===== src/rtl/dac_spi_tx.sv =====
// SPI transmitter for a 12-bit DAC121S101-class converter: one 16-bit frame per start, MSB first.
// Define POWER_DOWN_EN to add the pd_mode input that drives frame bits 13:12.
module dac_spi_tx #(
    parameter int DIV    = 2,
    parameter int DATA_W = 12
) (
    input  logic              clk,
    input  logic              reset,
    input  logic              start,
    input  logic [DATA_W-1:0] data_in,
`ifdef POWER_DOWN_EN
    input  logic [1:0]        pd_mode,
`endif
    output logic              SCLK,
    output logic              SYNC,
    output logic              SDATA,
    output logic              busy,
    output logic              tx_done_tick
);

    typedef enum logic [1:0] {
        ST_IDLE   = 2'd0,
        ST_ENVIAR = 2'd1,
        ST_FIN    = 2'd2
    } state_t;

    state_t      state_q, state_d;
    logic [15:0] shreg_q, shreg_d;
    logic [3:0]  n_q, n_d;
    logic [7:0]  div_q, div_d;
    logic        sclk_q, sclk_d;
    logic        sync_q, sync_d;
    logic        sdata_q, sdata_d;
    logic        busy_q, busy_d;
    logic        tick_q, tick_d;

    logic [1:0]  pd_s;
    logic [11:0] data_al_s;
    logic [15:0] frame_s;
    logic        div_wrap_s;

`ifdef POWER_DOWN_EN
    assign pd_s = pd_mode;
`else
    assign pd_s = 2'b00;
`endif

    // Left-align the sample in the 12-bit data field, zero-padding the LSBs.
    assign data_al_s  = 12'(data_in) << (12 - DATA_W);
    assign frame_s    = {2'b00, pd_s, data_al_s};
    assign div_wrap_s = (div_q == 8'(DIV - 1));

    // State and registered-output flops.
    always_ff @(posedge clk or negedge reset) begin
        if (!reset) begin
            state_q <= ST_IDLE;
            shreg_q <= 16'h0000;
            n_q     <= 4'd0;
            div_q   <= 8'd0;
            sclk_q  <= 1'b1;
            sync_q  <= 1'b1;
            sdata_q <= 1'b0;
            busy_q  <= 1'b0;
            tick_q  <= 1'b0;
        end else begin
            state_q <= state_d;
            shreg_q <= shreg_d;
            n_q     <= n_d;
            div_q   <= div_d;
            sclk_q  <= sclk_d;
            sync_q  <= sync_d;
            sdata_q <= sdata_d;
            busy_q  <= busy_d;
            tick_q  <= tick_d;
        end
    end

    // Next-state and next-output logic.
    always_comb begin
        state_d = state_q;
        shreg_d = shreg_q;
        n_d     = n_q;
        div_d   = div_q;
        sclk_d  = sclk_q;
        sync_d  = sync_q;
        sdata_d = sdata_q;
        busy_d  = busy_q;
        tick_d  = 1'b0;
        case (state_q)
            ST_IDLE: begin
                sync_d  = 1'b1;
                sclk_d  = 1'b1;
                sdata_d = 1'b0;
                busy_d  = 1'b0;
                if (start) begin
                    shreg_d = frame_s;
                    sdata_d = frame_s[15];
                    sync_d  = 1'b0;
                    n_d     = 4'd0;
                    div_d   = 8'd0;
                    busy_d  = 1'b1;
                    state_d = ST_ENVIAR;
                end else begin
                    div_d = 8'd0;
                end
            end
            ST_ENVIAR: begin
                if (div_wrap_s) begin
                    div_d = 8'd0;
                    if (sclk_q) begin
                        sclk_d = 1'b0;
                    end else begin
                        // Rising SCLK edge: advance data, or close the frame after bit 0.
                        sclk_d = 1'b1;
                        if (n_q != 4'd15) begin
                            n_d     = n_q + 4'd1;
                            shreg_d = {shreg_q[14:0], 1'b0};
                            sdata_d = shreg_q[14];
                        end else begin
                            sync_d  = 1'b1;
                            sdata_d = 1'b0;
                            state_d = ST_FIN;
                        end
                    end
                end else begin
                    div_d = div_q + 8'd1;
                end
            end
            ST_FIN: begin
                if (div_wrap_s) begin
                    div_d   = 8'd0;
                    tick_d  = 1'b1;
                    busy_d  = 1'b0;
                    state_d = ST_IDLE;
                end else begin
                    div_d = div_q + 8'd1;
                end
            end
            default: begin
                sync_d  = 1'b1;
                sclk_d  = 1'b1;
                sdata_d = 1'b0;
                busy_d  = 1'b0;
                div_d   = 8'd0;
                state_d = ST_IDLE;
            end
        endcase
    end

    assign SCLK         = sclk_q;
    assign SYNC         = sync_q;
    assign SDATA        = sdata_q;
    assign busy         = busy_q;
    assign tx_done_tick = tick_q;

endmodule


===== config.mk =====
export PLATFORM = sky130hd
export DESIGN_NAME = dac_spi_tx
export DESIGN_NICKNAME = d
export VERILOG_FILES = /design/src/rtl/dac_spi_tx.sv
export SDC_FILE = /design/constraint.sdc
export NUM_CORES = 1
export LEC_CHECK = 0
export CAP_MARGIN = 30
export CORE_UTILIZATION = 35
export DETAILED_ROUTE_END_ITERATION = 10
export PLACE_DENSITY = 0.58
export SKIP_CTS_REPAIR_TIMING = 1
export SYNTH_ARGS = -nofsm -noshare
export SYNTH_HDL_FRONTEND = slang
export SYNTH_SLANG_ARGS = --single-unit

===== constraint.sdc =====
create_clock -name clk -period 5.2 [get_ports clk]
set_input_delay 1.04 -clock clk [delete_from_list [all_inputs] [get_ports clk]]
set_output_delay 1.04 -clock clk [all_outputs]
set_load 0.005 [all_outputs]

**Word-level counts from Yosys, hierarchy flattened**

Index checks and enable logic that the tools add are counted.

- Bits in registers: 34
- Word-level logic and storage cells: 67
- Output and inout port bits: 5

- Muxes and demuxes: 35
- Equality and inequality tests: 10
- Reductions and logical operators: 9
- Bitwise logic cells: 2
- Add/subtract/negate cells: 2

Operator list:

| operator | count |
|---|---|
| $mux 15 | 4 |
| $pmux 15 s2 | 1 |
| $mux 4 | 4 |
| $mux 8 | 2 |
| $mux 1 | 13 |
| $ne 2x2->1 const B | 6 |
| $mux 2 | 5 |
| $reduce_and 5->1 | 2 |
| $add 8x1->8 const B | 1 |
| $eq 8x1->1 const B | 1 |
| $pmux 4 s2 | 1 |
| $pmux 1 s3 | 2 |
| $pmux 2 s3 | 1 |
| $add 4x1->4 const B | 1 |
| $ne 4x4->1 const B | 1 |
| $pmux 1 s2 | 2 |
| $reduce_and 2->1 | 2 |
| $reduce_and 4->1 | 1 |
| $reduce_and 3->1 | 1 |
| $eq 2x1->1 const B | 1 |
| $eq 2x2->1 const B | 1 |
| $logic_not 2->1 | 1 |
| $not 1->1 | 2 |
| $reduce_bool 2->1 | 1 |
| $reduce_or 2->1 | 1 |

**Depth between registers and ports, before layout**

Gate-level depths: netlist of the first run.

- Word-level depth: 5
- Depth in mapped cells: 8
- Depth with buffers taken out: 6

**Worst setup path after synthesis of the first run**

OpenSTA, ideal clock, no wires.

- Path kind: input to register
- From: in start
- To: reg shreg_q[10]
- Setup slack: 2.987 ns
- Setup time: 0.125 ns
- Cell stages on the path: 5
- Arrival time: 2.088 ns
- Cells stage by stage: mux2_2 o21ai_0 o22ai_4 buf_6 mux2_4

- Longest elaborated chain between the ends: 2

Ends and longest elaborated chain:

| item | line | text |
|---|---|---|
| start: declaration | 9 | `input logic start,` |
| $ne 2x2->1 (no source line) | -- |  |
| $reduce_and 5->1 (no source line) | -- |  |
| end signal: assignment | 67 | `shreg_q <= shreg_d;` |
| end: declaration | 28 | `logic [15:0] shreg_q, shreg_d;` |

No other way between the ends.
A chain may end at the register's enable or synchronous reset.

**Worst setup path in the final report of the first run**

- From: in start
- To: reg shreg_q[2]

Same word-level chain as after synthesis.

==> flow_metrics.tcl, run 1 <==
set metrics [dict create \
    setup-violations-final 0 \
    start_util 0.372 \
    synth_area_um2 1790 \
    worstMarginPinSlew_ns 0.711 \
    grt_pass1_wl_um 5500 \
    path_cells "clkdlybuf4s50_1 -> mux2_2 -> o21ai_0 -> o22ai_4 -> mux2_2" \
    clk_latency_ns 0.29 \
    fp.coreArea_um2 4820 \
    status "finished, final reports clean" \
    placedCellCount 234 \
    drtPass1Iterations 4 \
    start_kind "primary input" \
    crit_top_cell "mux2_2" \
    setup.worst_path.end_class "flop" \
    required_ns 5.38 \
    min_to "shreg_q[2]" \
    via_per_inst 4.83 \
    fillers 459 \
    cts_tree "yes" \
    routed_wirelength_um 3180 \
    peakVddDrop_mv 0.195 \
    whs_path_depth 1 \
    fin_crit_ns 2.67 \
    critPathMaxStageDelay_ns 0.58 \
    top_layer_used "met4" \
    hp-class "reg -> reg" \
    r2r_end "shreg_q[2]" \
    reg2reg_slack_ns 2.75 \
    final_cell_mix "32 x dfrtp_1, 23 x mux2_2, 19 x clkdlybuf4s50_1" \
    grt_overflow 0 \
    die_width_um 73.6 \
    drt_iter0_drc 53 \
    worst-setup-path-type "in -> reg" \
    hold_viol 0 \
    cts-root-buf "clkbuf_8" \
    fin_nets 196 \
    reg2reg_depth 7 \
    regToRegStartpoint "state_q[1]" \
    ys_seq_area_frac 0.476 \
    synth-warning-count 0 \
    worstPathMaxFanout 18 \
    fin_worst_skew_ns 0.00708 \
    powerDensity_nw_per_um2 492 \
    period_share 0.514 \
    layout_commonest_cell "dfrtp_1" \
    crit_arrival_ns 2.85 \
    antennaDiodeCount 0 \
    cts_inserted_buffers 5 \
    maxCapViolations 0 \
    port_buffers 19 \
    min-delay-start "shreg_q[2]" \
    ys_ff_latch 34 \
    cp_top_family "compound AO/OA/AOI/OAI gates" \
    antenna_found_initial 0 \
    wire_per_inst_um 13.1 \
    max_slew_margin 0.526 \
    avgSynthCellArea_um2 11.9 \
    async_flop_share 1.00 \
    die_y_um 73.6 \
    rsz0062_at_grt "false" \
    crit_slowest_cell "o22ai_4" \
    postRouteAntennaNets 0 \
    gp_congestion 0.729 \
    cts_buffer_depth 2 \
    dp_hpwl_um 2230 \
    wl_met2_um 1540 \
    dpl_cell_area_um2 2050 \
    layout.cells.non_filler 242 \
    slew_violations 0 \
    worstPathBufferInverterCount 1 \
    syn_nets 173 \
    fin_tns_setup_ns 0 \
    syn_inst 151 \
    clk_pin_slew_ns 0.07 \
    wl_met1_um 1480 \
    dr_wl_met3_um 113 \
    p_leak_nw 0.936 \
    fmax_mhz 374 \
    grt_pass1_vias 1263 \
    grt_max_degree 35 \
    rows 25 \
    final_area_um2 2130 \
    synth-edff-count 0 \
    ios 20 \
    drive_above_1_share 0.251 \
    syn2layout_area_growth_pct 18.8 \
    synth_cell_types 35 \
    synth_ff_type "dfrtp_1" \
    route.detailed.drc 0 \
    dieArea_um2 5410 \
    grt_use_total 0.137 \
    vias 1169 \
    cts_max_level 2 \
    numClockSinks 34 \
]
==> per-stage QoR <==
| step | hold WS, ns | utilization | setup slack, ns | total power, W |
|---|---|---|---|---|
| floorplan | 0.475 | - | 2.99 | 0.000768 |
| global placement | 0.484 | 0.425 | 2.26 | 0.000842 |
| detailed placement | 0.494 | 0.425 | 2.21 | 0.000866 |
| CTS | 0.511 | 0.442 | 2.51 | 0.00106 |
| global route | 0.519 | 0.442 | 2.42 | 0.00112 |
| finish | 0.509 | 0.442 | 2.53 | 0.00105 |
==> per-layer routing <==
metal	vias to the layer above	track usage
li1	564	-
met1	582	0.164
met2	19	0.225
met3	4	0.0412
met4	0	0.0662
met5	-	0
==> kinds of logic (layout without fill, tap and decap cells) <==
group | Yosys count | in the layout | synth area share
DFF | 34 | 34 | 0.476
adders and majority gates | 7 | 7 | 0.0489
and+or+nand+nor | 40 | 40 | 0.119
AOI/OAI and AO/OA | 14 | 14 | 0.0643
muxes | 34 | 34 | 0.220
xor gates and xnor gates | 6 | 6 | 0.0293
buffers and inverters | 16 | 40 | 0.0426
==> final cells by class <==
| cell class | count | area [um^2] | area share |
|---|---|---|---|
| Clock buffer | 6 | 72.6 | 0.0341 |
| Clock inverter | 2 | 10.0 | 0.00470 |
| Inverter | 11 | 41.3 | 0.0194 |
| Multi-Input combinational cell | 101 | 862 | 0.405 |
| Sequential cell | 34 | 853 | 0.401 |
| Tap cell | 67 | 83.8 | 0.0394 |
| Timing Repair Buffer | 21 | 205 | 0.0964 |
==> synthesized netlist by cell type (2+ instances only) <==
master,n,area share
nor2_1,9,0.019
inv_1,11,0.023
nor2b_1,3,0.010
buf_6,2,0.013
ha_1,7,0.049
and3_1,3,0.010
nor3_1,2,0.0056
nand3_1,7,0.020
mux2_4,5,0.042
mux2i_1,6,0.034
dfstp_2,2,0.029
xnor2_1,2,0.0098
dfrtp_1,32,0.45
o21ai_0,2,0.0056
mux2_2,23,0.14
xor2_1,4,0.020
nand2_1,11,0.023
a21oi_1,3,0.0084
==> state kept, by name (all words and copies together), names as in the netlist <==
signal        cells
SCLK              1
state_q           2
shreg_q          15
tx_done_tick      1
div_q             8
n_q               4
busy              1
SDATA             1
SYNC              1
==> worst max path at each step <==
stage	slack, ns	depth (start not counted)	start	endpoint
2_1_floorplan	2.99	5	start	shreg_q[10]
3_3_place_gp	2.26	5	start	shreg_q[2]
3_5_place_dp	2.21	5	start	shreg_q[2]
4_1_cts	2.51	5	start	shreg_q[2]
5_1_grt	2.42	5	start	shreg_q[3]
6_report	2.53	5	start	shreg_q[2]
==> where the power goes <==
group          internal (W)  switching, W  total, W
clock network     0.0000928     0.0000960  0.000189
logic              0.000242      0.000192  0.000434
registers          0.000360     0.0000633  0.000424
No activity file was read; power rests on OpenSTA's default activity.
==> run 2: changes to the inputs <==
- clock period: 5.2 -> 2.6 ns (I/O delays scaled with it)
==> run 2 against run 1 <==
Against the previous run: clock power rose by 89%; die area unchanged; final cell count unchanged; global-route usage is 0.75 points lower; sequential share of layout area about the same; first-iteration DRC count rose by 47%; core utilization about the same; combinational power grew 100%; register-to-register slack got worse by 2.2 ns; sequential power rose by 98%; final area is essentially flat.
==> flow_metrics.tcl, run 2 (same netlist as run 1, synthesis figures left out) <==
set metrics [dict create \
    max_slew_margin 0.718 \
    cts-root-buf "clkbuf_8" \
    worstPathBufferInverterCount 2 \
    drtPass1Iterations 5 \
    syn2layout_area_growth_pct 18.9 \
    cts_tree "yes" \
    rows 25 \
    dieArea_um2 5410 \
    grt_overflow 0 \
    ios 20 \
    die_y_um 73.6 \
    cp_top_family "multiplexers" \
    powerDensity_nw_per_um2 973 \
    p_comb_frac 0.422 \
    crit_arrival_ns 2.18 \
    power_switching_share 0.327 \
    p_sw_w 0.000677 \
    postRouteAntennaNets 0 \
    seqCellArea_um2 853 \
    route.detailed.drc 0 \
    critPathMaxStageDelay_ns 0.37 \
    fmax_mhz 495 \
    port_buffers 19 \
    maxCapViolations 0 \
    fin_worst_skew_ns 0.00646 \
    numClockSinks 34 \
    setup-violations-final 0 \
    status "finished, final reports clean" \
    final_cell_mix "32 x dfrtp_1, 23 x mux2_2, 19 x clkdlybuf4s50_1" \
    clk_pin_slew_ns 0.07 \
    required_ns 2.76 \
    cts_inserted_buffers 5 \
    die_width_um 73.6 \
    hold_viol 0 \
    setup_ws_ns 0.581 \
    internal_power_w 0.00140 \
    dp_hpwl_um 2160 \
    layout_commonest_cell "dfrtp_1" \
    post-place-ws_ns 0.298 \
    fin_nets 197 \
    start_kind "flop" \
    antenna_found_initial 0 \
    routed_wirelength_um 3020 \
    gp_congestion 0.704 \
    hp-class "reg -> reg" \
    fp.coreArea_um2 4820 \
    p_leak_nw 0.934 \
    slew_violations 0 \
    multi_input_comb_area_um2 862 \
    fillers 486 \
    rsz0062_at_grt "false" \
    drt_iter0_drc 78 \
    vias 1162 \
    wire_per_inst_um 12.5 \
    fin_crit_ns 2.02 \
    worst-setup-path-type "reg -> reg" \
    cts_max_level 2 \
    reg_top3 "shreg_q x15, div_q x8, n_q x4" \
    grt_pass1_vias 1194 \
    p_seq_frac 0.406 \
    peakVddDrop_mv 0.440 \
    crit_top_cell "mux2_2" \
    fin_tns_setup_ns 0 \
    antennaDiodeCount 0 \
    cts_buffer_depth 2 \
    worstMarginPinSlew_ns 0.423 \
    drive_above_1_share 0.246 \
    pwr-share-clk 0.172 \
    setup.worst_path.end_class "flop" \
    path_cells "inv_1 -> ha_1 -> mux2_2 -> o21ai_0 -> o22ai_4 -> buf_4 -> mux2_2" \
    worstPathMaxFanout 17 \
    via_per_inst 4.80 \
    crit_slowest_cell "dfrtp_1" \
    start_util 0.372 \
    grt_pass1_wl_um 5300 \
    largest_register_ff_count 15 \
    clk_latency_ns 0.28 \
    top_register "shreg_q" \
    grt_use_total 0.130 \
    period_share 0.777 \
    grt_max_degree 35 \
]
run 2: cell type report:
type,instances,share of cell area
Multi-Input combinational cell,101,0.405
Sequential cell,34,0.401
Timing Repair Buffer,22,0.0999
Tap cell,67,0.0394
Clock buffer,7,0.0358
Inverter,11,0.0194
run 2: path summary, 6_finish.rpt:
check | from | endpoint | slack, ns | depth (start not counted)
worst min register to register | shreg_q[0] | shreg_q[0] | 0.51 | 1
worst min-delay path | shreg_q[0] | shreg_q[0] | 0.51 | 1
max in group asynchronous | reset | SCLK | 1.62 | 2
worst max-delay path | state_q[0] | shreg_q[1] | 0.58 | 7
worst max register to register | state_q[0] | shreg_q[1] | 0.58 | 7
min in group asynchronous | reset | shreg_q[0] | 0.65 | 2
run 2: per-layer routing:
layer / vias up / track usage / wire, um
met5: - / 0 / 0
met4: 0 / 0.0556 / 44
met3: 7 / 0.0425 / 130
met2: 22 / 0.202 / 1400
met1: 564 / 0.165 / 1450
li1: 569 / - / -
run 2: per-stage QoR:
| stage | cell area [um^2] | hold WS (ns) | utilization | power [W] | std cells |
|---|---|---|---|---|---|
| 3_5_place_dp | 2050 | 0.497 | 0.426 | 0.00174 | 235 |
| 6_report | 2130 | 0.508 | 0.442 | 0.00207 | 242 |
| 3_3_place_gp | 2050 | 0.484 | 0.426 | 0.00169 | 235 |
| 5_1_grt | 2130 | 0.524 | 0.442 | 0.00224 | 242 |
| 2_1_floorplan | 1790 | 0.224 | - | 0.00154 | 151 |
| 4_1_cts | 2130 | 0.513 | 0.442 | 0.00211 | 242 |
run 2: power groups by stage:
stage / clock network (W) / logic (W) / registers (W)
finish: 0.000357 / 0.000875 / 0.000841
global route: 0.000397 / 0.000970 / 0.000870
CTS: 0.000374 / 0.000892 / 0.000842
detailed placement: 0 / 0.000886 / 0.000850
global placement: 0 / 0.000851 / 0.000843
floorplan: 0 / 0.000715 / 0.000820
==> run 3: changes to the inputs <==
- PLACE_DENSITY: 0.58 -> 0.6
- clock period: 2.6 -> 1.8 ns (I/O delays scaled with it)
==> run 3 against run 2 <==
Against the previous run: clock-buffer cell count stayed put; register-to-register slack worse by 0.58 ns; via count is 6.7% higher; clock power is 88% higher; die area stayed put; non-clock buffer count is 16 higher; sequential power is 45% higher; core utilization is 5.1 points higher.
==> flow_metrics.tcl, run 3 (same netlist as run 1, synthesis figures left out) <==
set metrics [dict create \
    grt_max_degree 35 \
    cts-root-buf "clkbuf_8" \
    required_ns 1.97 \
    drive_above_1_share 0.354 \
    antenna_found_initial 0 \
    max_slew_margin 0.718 \
    crit_arrival_ns 1.97 \
    dieArea_um2 5410 \
    die_width_um 73.6 \
    route.detailed.drc 0 \
    p_leak_nw 1.05 \
    postRouteAntennaNets 0 \
    reg_top3 "shreg_q x15, div_q x8, n_q x4" \
    drt_iter0_drc 40 \
    layout_commonest_cell "dfrtp_1" \
    cts_tree "yes" \
    hp-class "in -> async" \
    rows 25 \
    port_buffers 19 \
    period_share 0.998 \
    gp_congestion 0.735 \
    worstPathBufferInverterCount 3 \
    fin_nets 213 \
    worst-setup-path-type "reg -> reg" \
    top_register "shreg_q" \
    drtPass1Iterations 4 \
    power.total_w 0.00353 \
    rsz0062_at_grt "true" \
    slew_violations 0 \
    maxCapViolations 0 \
    via_per_inst 4.79 \
    final_cell_mix "32 x dfrtp_1, 22 x mux2_2, 19 x clkdlybuf4s50_1" \
    fmax_mhz 557 \
    grt_overflow 0 \
    fin_crit_ns 1.80 \
    antennaDiodeCount 0 \
    fp.coreArea_um2 4820 \
    crit_slowest_cell "dfrtp_1" \
    grt_pass1_wl_um 5750 \
    peakVddDrop_mv 0.565 \
    worstPathMaxFanout 9 \
    worstMarginPinSlew_ns 0.423 \
    final_util 0.493 \
    routed_wirelength_um 3460 \
    path_depth 8 \
    setup-violations-final 0 \
    critPathMaxStageDelay_ns 0.38 \
    numClockSinks 34 \
    ios 20 \
    clk_latency_ns 0.28 \
    vias 1240 \
    status "finished, final reports clean" \
    syn2layout_area_growth_pct 32.5 \
    clk_pin_slew_ns 0.07 \
    hold_viol 0 \
    grt_use_total 0.144 \
    fin_worst_skew_ns 0.00960 \
    start_util 0.372 \
    cts_max_level 2 \
    dp_hpwl_um 2540 \
    grt_pass1_vias 1266 \
    fillers 460 \
    wire_per_inst_um 13.4 \
    die_y_um 73.6 \
    start_kind "flop" \
    cts_buffer_depth 2 \
    setup.worst_path.end_class "flop" \
    largest_register_ff_count 15 \
    cp_top_family "buffers and inverters" \
    powerDensity_nw_per_um2 1490 \
    reg2reg_depth 8 \
    path_cells "inv_1 -> ha_1 -> nor4b_4 -> buf_4 -> nand2_2 -> o22ai_4 -> buf_12 -> mux2_2" \
    cts_inserted_buffers 5 \
]
## run 3: cell count changes in the layout (fill, tap and decap cells not counted), moves of 2 or more
cell	previous run	this run
buf_4	3	14
inv_1	11	9
inv_2	0	2
ha_1	7	5
buf_12	0	3
## run 3: through the flow
step	TNS, ns	instances	area [um^2]	hold slack, ns	setup slack, ns
floorplan	-0.128	151	1800	0.0644	-0.0255
global placement	-1.33	249	2200	0.484	-0.107
detailed placement	-1.76	249	2200	0.495	-0.136
CTS	-0.370	257	2310	0.496	-0.0615
global route	-0.753	259	2370	0.513	-0.0720
finish	0	259	2370	0.477	0.00355
## run 3: metal layers
metal  vias up  GRT usage  part of all wire
met3         7     0.0329             0.027
met5         -          0                 0
met2        16      0.232              0.52
li1        604          -                 -
met1       613      0.180              0.43
met4         0     0.0705             0.020
## run 3: area by class of cell
class                      instances  area, um^2  share of cell area
inverter                          11        41.3              0.0174
sequential                        34         853               0.360
multi-input combinational        101         907               0.382
timing repair buffer              38         382               0.161
tap                               67        83.8              0.0353
clock inverter                     1        30.0              0.0127
clock buffer                       7        76.3              0.0322
## run 3: power by group
part,total (W),switching (W),internal [W]
clock network,0.000672,0.000258,0.000414
registers,0.00122,0.000177,0.00104
logic,0.00164,0.000674,0.000967
total,0.00353,0.00111,0.00242
## run 3: path summary, 6_finish.rpt
kind	from	end	slack, ns
worst max-delay path	div_q[1]	shreg_q[5]	0.004
max in group asynchronous	reset	SCLK	0.98
worst min register to register	shreg_q[11]	shreg_q[11]	0.51
min in group clk	shreg_q[11]	shreg_q[11]	0.51
worst max register to register	div_q[1]	shreg_q[5]	0.004
worst min-delay path	reset	shreg_q[1]	0.48
